## config.mk

```make
export PLATFORM = sky130hd
export DESIGN_NAME = pwm_multiphase
export DESIGN_NICKNAME = d
export VERILOG_FILES = /design/src/rtl/pwm_multiphase_pkg.sv /design/src/rtl/pwm_multiphase_deadtime.sv /design/src/rtl/pwm_multiphase.sv
export SDC_FILE = /design/constraint.sdc
export NUM_CORES = 1
export LEC_CHECK = 0
export BUFFER_PORTS_ARGS = -buffer_cell sky130_fd_sc_hd__buf_2
export CORE_UTILIZATION = 65
export CTS_BUF_LIST = sky130_fd_sc_hd__clkbuf_4 sky130_fd_sc_hd__clkbuf_8
export DETAILED_ROUTE_END_ITERATION = 8
export MAX_ROUTING_LAYER = met4
export PLACE_DENSITY = 0.92
export REMOVE_ABC_BUFFERS = 1
export SETUP_SLACK_MARGIN = 0.4
export SKIP_LAST_GASP = 1
export SLEW_MARGIN = 10
export SYNTH_ARGS = -nofsm -noshare
export SYNTH_HDL_FRONTEND = slang
export SYNTH_HIERARCHICAL = 1
export SYNTH_SLANG_ARGS = --single-unit
```

## constraint.sdc

```tcl
create_clock -name clock -period 12.1 [get_ports clock]
set_input_delay 0.605 -clock clock [delete_from_list [all_inputs] [get_ports clock]]
set_output_delay 0.605 -clock clock [all_outputs]
set_load 0.01 [all_outputs]
```

## src/rtl/pwm_multiphase_pkg.sv

```systemverilog
// ============================================================================
// pwm_multiphase_pkg : shared target-state encodings and counter mode constants
// Revision 1.0 - initial release
// ============================================================================
`ifndef PWM_MULTIPHASE_PKG_SV
`define PWM_MULTIPHASE_PKG_SV
`default_nettype none

package pwm_multiphase_pkg;

  typedef enum logic [1:0] {
    STATE_OFF  = 2'd0,
    STATE_HIGH = 2'd1,
    STATE_LOW  = 2'd2
  } pwm_state_t;

  localparam logic MODE_EDGE   = 1'b0;
  localparam logic MODE_CENTER = 1'b1;

endpackage

`default_nettype wire
`endif

```

## src/rtl/pwm_multiphase_deadtime.sv

```systemverilog
// ============================================================================
// pwm_deadtime : per-channel dead-time insertion and registered gate drive
// Revision 1.0 - initial release
// ============================================================================
`default_nettype none

module pwm_deadtime
  import pwm_multiphase_pkg::*;
#(
  parameter int deadtime_width = 4
) (
  input  logic                      clock,
  input  logic                      reset,
  input  pwm_state_t                target,
  input  logic [deadtime_width-1:0] deadtime,
  output logic                      highside_output,
  output logic                      lowside_output,
  output logic                      both_gates_off_output
);

  localparam logic [deadtime_width-1:0] c_dt_one = 1;

  pwm_state_t                last_q, last_d;
  pwm_state_t                drive;
  logic [deadtime_width-1:0] cnt_q, cnt_d;
  logic                      hs_q, hs_d, ls_q, ls_d, off_q, off_d;

  always_comb begin
    last_d = target;
    cnt_d  = '0;
    drive  = STATE_OFF;
    if (target == STATE_OFF) begin
      drive = STATE_OFF;
    end else if (target != last_q && last_q != STATE_OFF) begin
      // Direct HIGH<->LOW swap (also restarts a running countdown).
      if (deadtime == '0) begin
        drive = target;
      end else begin
        drive = STATE_OFF;
        cnt_d = deadtime - c_dt_one;
      end
    end else if (target != last_q) begin
      drive = target;
    end else if (cnt_q != '0) begin
      drive = STATE_OFF;
      cnt_d = cnt_q - c_dt_one;
    end else begin
      drive = target;
    end
    hs_d  = (drive == STATE_HIGH);
    ls_d  = (drive == STATE_LOW);
    off_d = (drive == STATE_OFF);
  end

  always_ff @(posedge clock or posedge reset) begin
    if (reset) begin
      last_q <= STATE_OFF;
      cnt_q  <= '0;
      hs_q   <= 1'b0;
      ls_q   <= 1'b0;
      off_q  <= 1'b1;
    end else begin
      last_q <= last_d;
      cnt_q  <= cnt_d;
      hs_q   <= hs_d;
      ls_q   <= ls_d;
      off_q  <= off_d;
    end
  end

  assign highside_output       = hs_q;
  assign lowside_output        = ls_q;
  assign both_gates_off_output = off_q;

endmodule

`default_nettype wire

```

## src/rtl/pwm_multiphase.sv

```systemverilog
// ============================================================================
// pwm_multiphase : multi-channel PWM counter with shadowed settings
// Revision 1.0 - initial release
// ============================================================================
`default_nettype none

module pwm_multiphase
  import pwm_multiphase_pkg::*;
#(
  parameter int bitwidth       = 8,
  parameter int channels       = 3,
  parameter int deadtime_width = 4
) (
  input  logic                         clock,
  input  logic                         reset,
  input  logic [bitwidth-1:0]          period,
  input  logic                         center_mode,
  input  logic [channels*bitwidth-1:0] tick_count_highside,
  input  logic [channels*bitwidth-1:0] tick_count_lowside,
  input  logic [deadtime_width-1:0]    deadtime,
  input  logic                         load_enable,
  output logic [bitwidth-1:0]          counter_output,
  output logic                         cycle_start,
  output logic [channels-1:0]          highside_output,
  output logic [channels-1:0]          lowside_output,
  output logic [channels-1:0]          both_gates_off_output
);

  localparam logic [bitwidth-1:0] c_cnt_one = 1;

  logic [bitwidth-1:0]          counter_q, counter_d;
  logic                         dir_down_q, dir_down_d;
  logic                         cycle_start_q, cycle_start_d;
  logic [bitwidth-1:0]          period_q, period_d;
  logic                         center_q, center_d;
  logic [deadtime_width-1:0]    deadtime_q, deadtime_d;
  logic [channels*bitwidth-1:0] hs_q, hs_d, ls_q, ls_d;
  logic                         reload;

  // The *_d shadow values are what the counter and channels act on this cycle,
  // so freshly loaded settings already apply at counter 0.
  always_comb begin
    reload     = (counter_q == '0) && load_enable;
    period_d   = reload ? period              : period_q;
    center_d   = reload ? center_mode         : center_q;
    deadtime_d = reload ? deadtime            : deadtime_q;
    hs_d       = reload ? tick_count_highside : hs_q;
    ls_d       = reload ? tick_count_lowside  : ls_q;

    counter_d  = counter_q;
    dir_down_d = dir_down_q;
    if (period_d == '0) begin
      counter_d  = '0;
      dir_down_d = 1'b0;
    end else if (counter_q == '0) begin
      counter_d  = c_cnt_one;
      dir_down_d = 1'b0;
    end else if (dir_down_q) begin
      counter_d = counter_q - c_cnt_one;
    end else if (counter_q < period_d) begin
      counter_d = counter_q + c_cnt_one;
    end else if (center_d == MODE_CENTER) begin
      counter_d  = counter_q - c_cnt_one;
      dir_down_d = 1'b1;
    end else begin
      counter_d = '0;
    end
    cycle_start_d = (counter_d == '0);
  end

  always_ff @(posedge clock or posedge reset) begin
    if (reset) begin
      counter_q     <= '0;
      dir_down_q    <= 1'b0;
      cycle_start_q <= 1'b0;
      period_q      <= '0;
      center_q      <= MODE_EDGE;
      deadtime_q    <= '0;
      hs_q          <= '0;
      ls_q          <= '0;
    end else begin
      counter_q     <= counter_d;
      dir_down_q    <= dir_down_d;
      cycle_start_q <= cycle_start_d;
      period_q      <= period_d;
      center_q      <= center_d;
      deadtime_q    <= deadtime_d;
      hs_q          <= hs_d;
      ls_q          <= ls_d;
    end
  end

  assign counter_output = counter_q;
  assign cycle_start    = cycle_start_q;

  for (genvar n = 0; n < channels; n++) begin : g_channel
    logic [bitwidth-1:0] hs_ch, ls_ch;
    logic [bitwidth:0]   low_limit;
    pwm_state_t          target;

    always_comb begin
      hs_ch     = hs_d[n*bitwidth +: bitwidth];
      ls_ch     = ls_d[n*bitwidth +: bitwidth];
      low_limit = {1'b0, hs_ch} + {1'b0, ls_ch};
      if (counter_q < hs_ch) begin
        target = STATE_HIGH;
      end else if ({1'b0, counter_q} < low_limit) begin
        target = STATE_LOW;
      end else begin
        target = STATE_OFF;
      end
    end

    pwm_deadtime #(
      .deadtime_width(deadtime_width)
    ) u_deadtime (
      .clock                (clock),
      .reset                (reset),
      .target               (target),
      .deadtime             (deadtime_d),
      .highside_output      (highside_output[n]),
      .lowside_output       (lowside_output[n]),
      .both_gates_off_output(both_gates_off_output[n])
    );
  end

endmodule

`default_nettype wire
```

# Word-level counts from Yosys, hierarchy flattened
# Index checks and enable logic that the tools add are counted.
# word_totals
reg_bits	98
latch_bits	0
ram_bits	0
mem_bits_ro	0
out_inout_bits	18
wordCells	117
n_memories	0
# classes
add_sub_neg	9
n_mul	0
n_div	0
magnitude_cmp	7
n_eq_ne	9
shifts	0
muxes	49
bitwise_logic	0
n_reduce_logical	20
# ops
operator	n
$mux W4	14
$mux W24	2
$mux W8	6
$mux W2	21
$lt A8 B8 Y1	4
$add A8 B8 Y9	3
$lt A8 B9 Y1	3
$logic_not A8 Y1	3
$sub A4 B1 Y4 const B	4
$logic_not A2 Y1	6
$reduce_bool A4 Y1	3
$add A8 B1 Y8 const B	1
$sub A8 B1 Y8 const B	1
$eq A2 B1 Y1 const B	3
$eq A2 B2 Y1 const B	3
$mux W1	6
$ne A2 B2 Y1	3
$reduce_bool A2 Y1	3
$logic_and A1 B1 Y1	4
$logic_not A4 Y1	1

# Logic depth before layout (Yosys ltp)
# logic_depth
depth_word	12
ltp_mapped	28
ltp_nobuf	23

# Cells and area by module
# Netlist, hierarchy kept.
# modules_own_cells
mod	instances	cells_each	area_per_inst_um2	seq_area_each_um2
pwm_multiphase	1	581	5306.3	1776.7
pwm_deadtime	3	52	505.5	226.5

# Worst setup path before layout
# No wires, ideal clock.
# synth_timing
kind	reg2reg
start	register counter_q[1], in the netlist counter_output[1]
end	register g_channel[0].u_deadtime.off_q
setup_ps	88
arrival_time_ps	6434
required_ps	12012
slack_ps	5578
stages_incl_launch_ff	26
n_path_buf	5
cell_sequence	dfrtp_1 -> inv_1 -> ha_1 -> nor4b_4 -> nand3_2 -> buf_6 -> clkbuf_1 -> buf_2 -> buf_2 -> buf_1 -> mux2i_1 -> inv_1 -> ha_1 -> a21oi_1 -> maj3_1 -> o41ai_1 -> a21o_1 -> a21oi_1 -> xor2_1 -> ha_1 -> o41a_1 -> nor3b_1 -> a311oi_1 -> a21boi_1 -> o21ai_2 -> or3b_1
# synth_via
elab_chain_cells	12
# synth_lines
element	line	source
start, declared	pwm_multiphase.sv:31	logic [bitwidth-1:0] counter_q, counter_d;
start signal, assigned	pwm_multiphase.sv:82	counter_q <= counter_d;
$logic_not A8 Y1 (*)	pwm_multiphase.sv:43	reload = (counter_q == '0) && load_enable;
$logic_and A1 B1 Y1 (*)	pwm_multiphase.sv:43	
$mux W24 (*)	pwm_multiphase.sv:47	hs_d = reload ? tick_count_highside : hs_q;
named net hs_d[1]	pwm_multiphase.sv:37	logic [channels*bitwidth-1:0] hs_q, hs_d, ls_q, ls_d;
$add A8 B8 Y9	pwm_multiphase.sv:104	low_limit = {1'b0, hs_ch} + {1'b0, ls_ch};
$lt A8 B9 Y1	pwm_multiphase.sv:107	end else if ({1'b0, counter_q} < low_limit) begin
$mux W2	pwm_multiphase.sv:107	
$mux W2 (*)	pwm_multiphase.sv:105	if (counter_q < hs_ch) begin
named net g_channel[0].target[1]	pwm_multiphase.sv:99	pwm_state_t target;
$ne A2 B2 Y1 / $mux W2 (equally long branches)	pwm_multiphase_deadtime.sv:34, pwm_multiphase_deadtime.sv:42, pwm_multiphase_deadtime.sv:44	
$mux W2 / $logic_and A1 B1 Y1 (equally long branches)	pwm_multiphase_deadtime.sv:42, pwm_multiphase_deadtime.sv:34	
$mux W2	pwm_multiphase_deadtime.sv:34	end else if (target != last_q && last_q != STATE_OFF) begin
$mux W2 (*)	pwm_multiphase_deadtime.sv:32	if (target == STATE_OFF) begin
$logic_not A2 Y1 (*)	pwm_multiphase_deadtime.sv:52	off_d = (drive == STATE_OFF);
named net g_channel[0].u_deadtime.off_d	pwm_multiphase_deadtime.sv:26	logic hs_q, hs_d, ls_q, ls_d, off_q, off_d;
end signal, assigned	pwm_multiphase_deadtime.sv:61	off_q <= 1'b1;
end signal, assigned	pwm_multiphase_deadtime.sv:67	off_q <= off_d;
end, declared	pwm_multiphase_deadtime.sv:26	
# The timed path passes the listed nets; every way through them passes the cells marked *.

# Worst setup path after layout
# layout_timing
start	register counter_q[0], in the netlist counter_output[0]
end	register g_channel[0].u_deadtime.hs_q
# layout_via
elab_chain_cells	12
# layout_lines
element	line	source
$logic_not A8 Y1 (*)	pwm_multiphase.sv:43	
$logic_and A1 B1 Y1 (*)	pwm_multiphase.sv:43	
$mux W24 (*)	pwm_multiphase.sv:48	ls_d = reload ? tick_count_lowside : ls_q;
named net ls_d[0]	pwm_multiphase.sv:37	
$add A8 B8 Y9 (*)	pwm_multiphase.sv:104	
$lt A8 B9 Y1 (*)	pwm_multiphase.sv:107	
$mux W2 (*)	pwm_multiphase.sv:107	
$mux W2 (*)	pwm_multiphase.sv:105	
named net g_channel[0].target[1]	pwm_multiphase.sv:99	
$ne A2 B2 Y1 / $mux W2 (equally long branches)	pwm_multiphase_deadtime.sv:34, pwm_multiphase_deadtime.sv:42, pwm_multiphase_deadtime.sv:44	
$mux W2 / $logic_and A1 B1 Y1 (equally long branches)	pwm_multiphase_deadtime.sv:42, pwm_multiphase_deadtime.sv:34	
$mux W2	pwm_multiphase_deadtime.sv:34	
$mux W2 (*)	pwm_multiphase_deadtime.sv:32	
$eq A2 B1 Y1 (*)	pwm_multiphase_deadtime.sv:50	hs_d = (drive == STATE_HIGH);
named net g_channel[0].u_deadtime.hs_d	pwm_multiphase_deadtime.sv:26	
end signal, assigned	pwm_multiphase_deadtime.sv:65	hs_q <= hs_d;
end, declared	pwm_multiphase_deadtime.sv:26	
# Marks and branches as above.

==> results.json <==
{
  "ant_nets": 0,
  "routed_wirelength_um": 16200,
  "synthDominantAreaCellType": "dfrtp_1",
  "status": "finished clean",
  "numCtsBuffers": 9,
  "detailedPlacementHpwl_um": 11900,
  "rsz0062_at_grt": "false",
  "clk-insertion-delay-late_ps": 380,
  "yosys.area_share.simple": 0.188,
  "drtIter0Drc": 295,
  "critPathLaunchType": "flop",
  "design.final.nets": 948,
  "synth_xor_xnor_area_share": 0.0629,
  "synth_mux_area_frac": 0.0466,
  "wl_met1_um": 6730,
  "maxCapViolations": 0,
  "grt_max_degree": 72,
  "max_clock_freq_ghz": 0.153,
  "tns_ps": 0,
  "detail_route.drc_violations": 0,
  "report.final.slew_viol_count": 0,
  "ctsResizeCount": 0,
  "synth_top_cells_by_count": "138 x nand2_1, 95 x dfrtp_1, 67 x ha_1",
  "met2_length_um": 8000,
  "i_o_pins": 82,
  "complex_gate_fraction_of_the_synthesized_area": 0.153,
  "num_antenna_cells": 0,
  "port_buffers": 81,
  "cts_tree": "done",
  "flow.area_growth_from_synthesis_pct": 9.77,
  "cts_num_sinks": 98,
  "layout_min_cycle_time_ps": 6520,
  "synth.yosys.seq_area_share": 0.360,
  "final.period_utilization": 0.539,
  "detail_route.wl_per_cell_um": 16.9,
  "top_signal_layer_used": "met4",
  "grt_pass1_vias": 5948,
  "grt_first_pass_wirelength_um": 27300,
  "synthAdderAreaFrac": 0.140,
  "die_height_um": 104,
  "floorplan.initialDensity": 0.667,
  "synth_cells": 737,
  "clock_path_buffers": 2,
  "synthFlopType": "dfrtp_1",
  "vias_per_cell": 6.01,
  "ys_seq_elements": 98,
  "drive_above_1_share": 0.170,
  "synthesis.yosys.warnings": 6,
  "cts-hold-fix-buffers": 0,
  "grt_remaining_overflow": 0,
  "cts.reportedPaths.clkPinSlew_ps": 100,
  "drt_pre_antenna_iters": 5,
  "synth_edf_count": 0,
  "worst-setup-path-type": "reg -> reg",
  "fin_hold_ws_ps": 207,
  "netlist-cell-type-count": 74,
  "floorplan.core_area_mm2": 0.0102,
  "finalSetupViolations": 0,
  "worstPathRequired_ps": 12370,
  "min-delay-path-class": "in -> async",
  "initial_antenna_violation_count": 0,
  "cp_data_arrival_time_ps": 6790,
  "per_instance_average_area_after_synthesis_um2": 9.26,
  "clock-skew-final_ps": 14.9,
  "worst-path-max-fanout": 65,
  "cts_htree_levels": 3,
  "worst_slew_pin_slew_ps": 932,
  "synth.most_common_cell": "nand2_1",
  "endpoint_kind": "flop",
  "finalHoldViolations": 0,
  "synth_top_family_by_area": "simple AND/OR/NAND/NOR gates",
  "postCtsSetupBuffers": 0,
  "place_congestion": 0.913,
  "grt_util_all_layers": 0.323,
  "detailroute.via_count": 5739,
  "chipWidth_um": 104,
  "async_flop_share": 1.00,
  "die_area_mm2": 0.0109,
  "num_rows": 37,
  "metal3_wl_um": 931,
  "synth_area_mm2": 0.00682,
  "synth_area_leaders": "dfrtp_1 35%, ha_1 12%, nand2_1 7.6%",
  "post-synth-top-area-fraction": 0.348,
  "max-slew-margin-rel": 0.375,
  "root_buffer": "clkbuf_8"
}
## routing by layer
layer,track usage,up-vias
li1,-,2717
met1,0.381,2724
met2,0.545,234
met3,0.0464,64
met4,0.151,0
met5,-,-
## final cells by class
| type | count | area (um^2) |
|---|---|---|
| clock buffers | 10 | 131 |
| clock inverters | 6 | 43.8 |
| fillers | 741 | 2740 |
| inverters | 61 | 229 |
| multi-input cells | 560 | 4030 |
| flip-flops and latches | 98 | 2460 |
| well taps | 136 | 170 |
| repair buffers | 84 | 428 |
## cells by family (layout without fill, tap and decap cells)
family                     after synthesis  count (layout)
DFF                                     98              98
xor gates and xnor gates                49              49
AOI/OAI and AO/OA                      144             144
buffers and inverters                   79             161
muxes                                   30              30
adders and majority gates               76              76
and+or+nand+nor                        261             261
## layout by cell type (no fill, tap or decap), types with 20 or more instances in the layout
cell type  netlist  final
nand2_1        138    138
dfrtp_1         95     95
buf_2            5     81
ha_1            67     67
inv_1           61     60
nor2_1          42     42
a21oi_1         36     36
xor2_1          30     30
o21ai_0         28     28
mux2i_1         20     20
## sequential cells by signal, indices dropped and copies added, names as in the netlist
register	flops
g_channel.u_deadtime/last_q	6
hs_q	24
g_channel.u_deadtime/lowside_output	3
g_channel.u_deadtime/cnt_q	12
period_q	8
dir_down_q	1
center_q	1
ls_q	24
counter_output	8
g_channel.u_deadtime/highside_output	3
g_channel.u_deadtime/both_gates_off_output	3
deadtime_q	4
cycle_start	1
## metrics by stage
stage          instances   util  setup slack [ps]  instance area [um^2]
2_1_floorplan        719      -              5830                  6720
3_3_place_gp         939  0.715              6210                  7310
3_5_place_dp         939  0.715              5760                  7310
4_1_cts              955  0.732              5730                  7490
5_1_grt              955  0.732              5200                  7490
6_report             955  0.732              5580                  7490
## worst max-delay path, cell delays in order (launching register included)
cell      delay [ps]
dfrtp_1          590
inv_1            220
ha_1             270
nor4b_4          150
nand3_2          130
buf_4            650
nand2_1          140
nand2_1          110
ha_1             180
a21oi_1           90
maj3_1           390
o41ai_1          550
a21o_1           220
a21oi_1           90
xor2_1           150
ha_1             220
o41a_1           440
nor3b_1          160
a311oi_1         760
xor2_1           190
a211oi_2         420
and4bb_1         270
## worst paths after layout
| kind | from | to | slack [ps] | depth (start not counted) |
|---|---|---|---|---|
| min in group clock | tick_count_lowside[14] | ls_q[14] | 450 | 3 |
| max in group asynchronous | reset | ls_q[3] | 10950 | 3 |
| worst max-delay path | counter_output[0] | g_channel[0].u_deadtime/highside_output | 5580 | 21 |
| worst min-delay path | reset | g_channel[2].u_deadtime/cnt_q[2] | 210 | 2 |
| worst min register to register | ls_q[6] | ls_q[6] | 480 | 2 |
| worst max register to register | counter_output[0] | g_channel[0].u_deadtime/highside_output | 5580 | 21 |
Power is left out: the tool's default activity adds up to more than one toggle a clock period on the data nets, which glitch-free logic cannot reach.
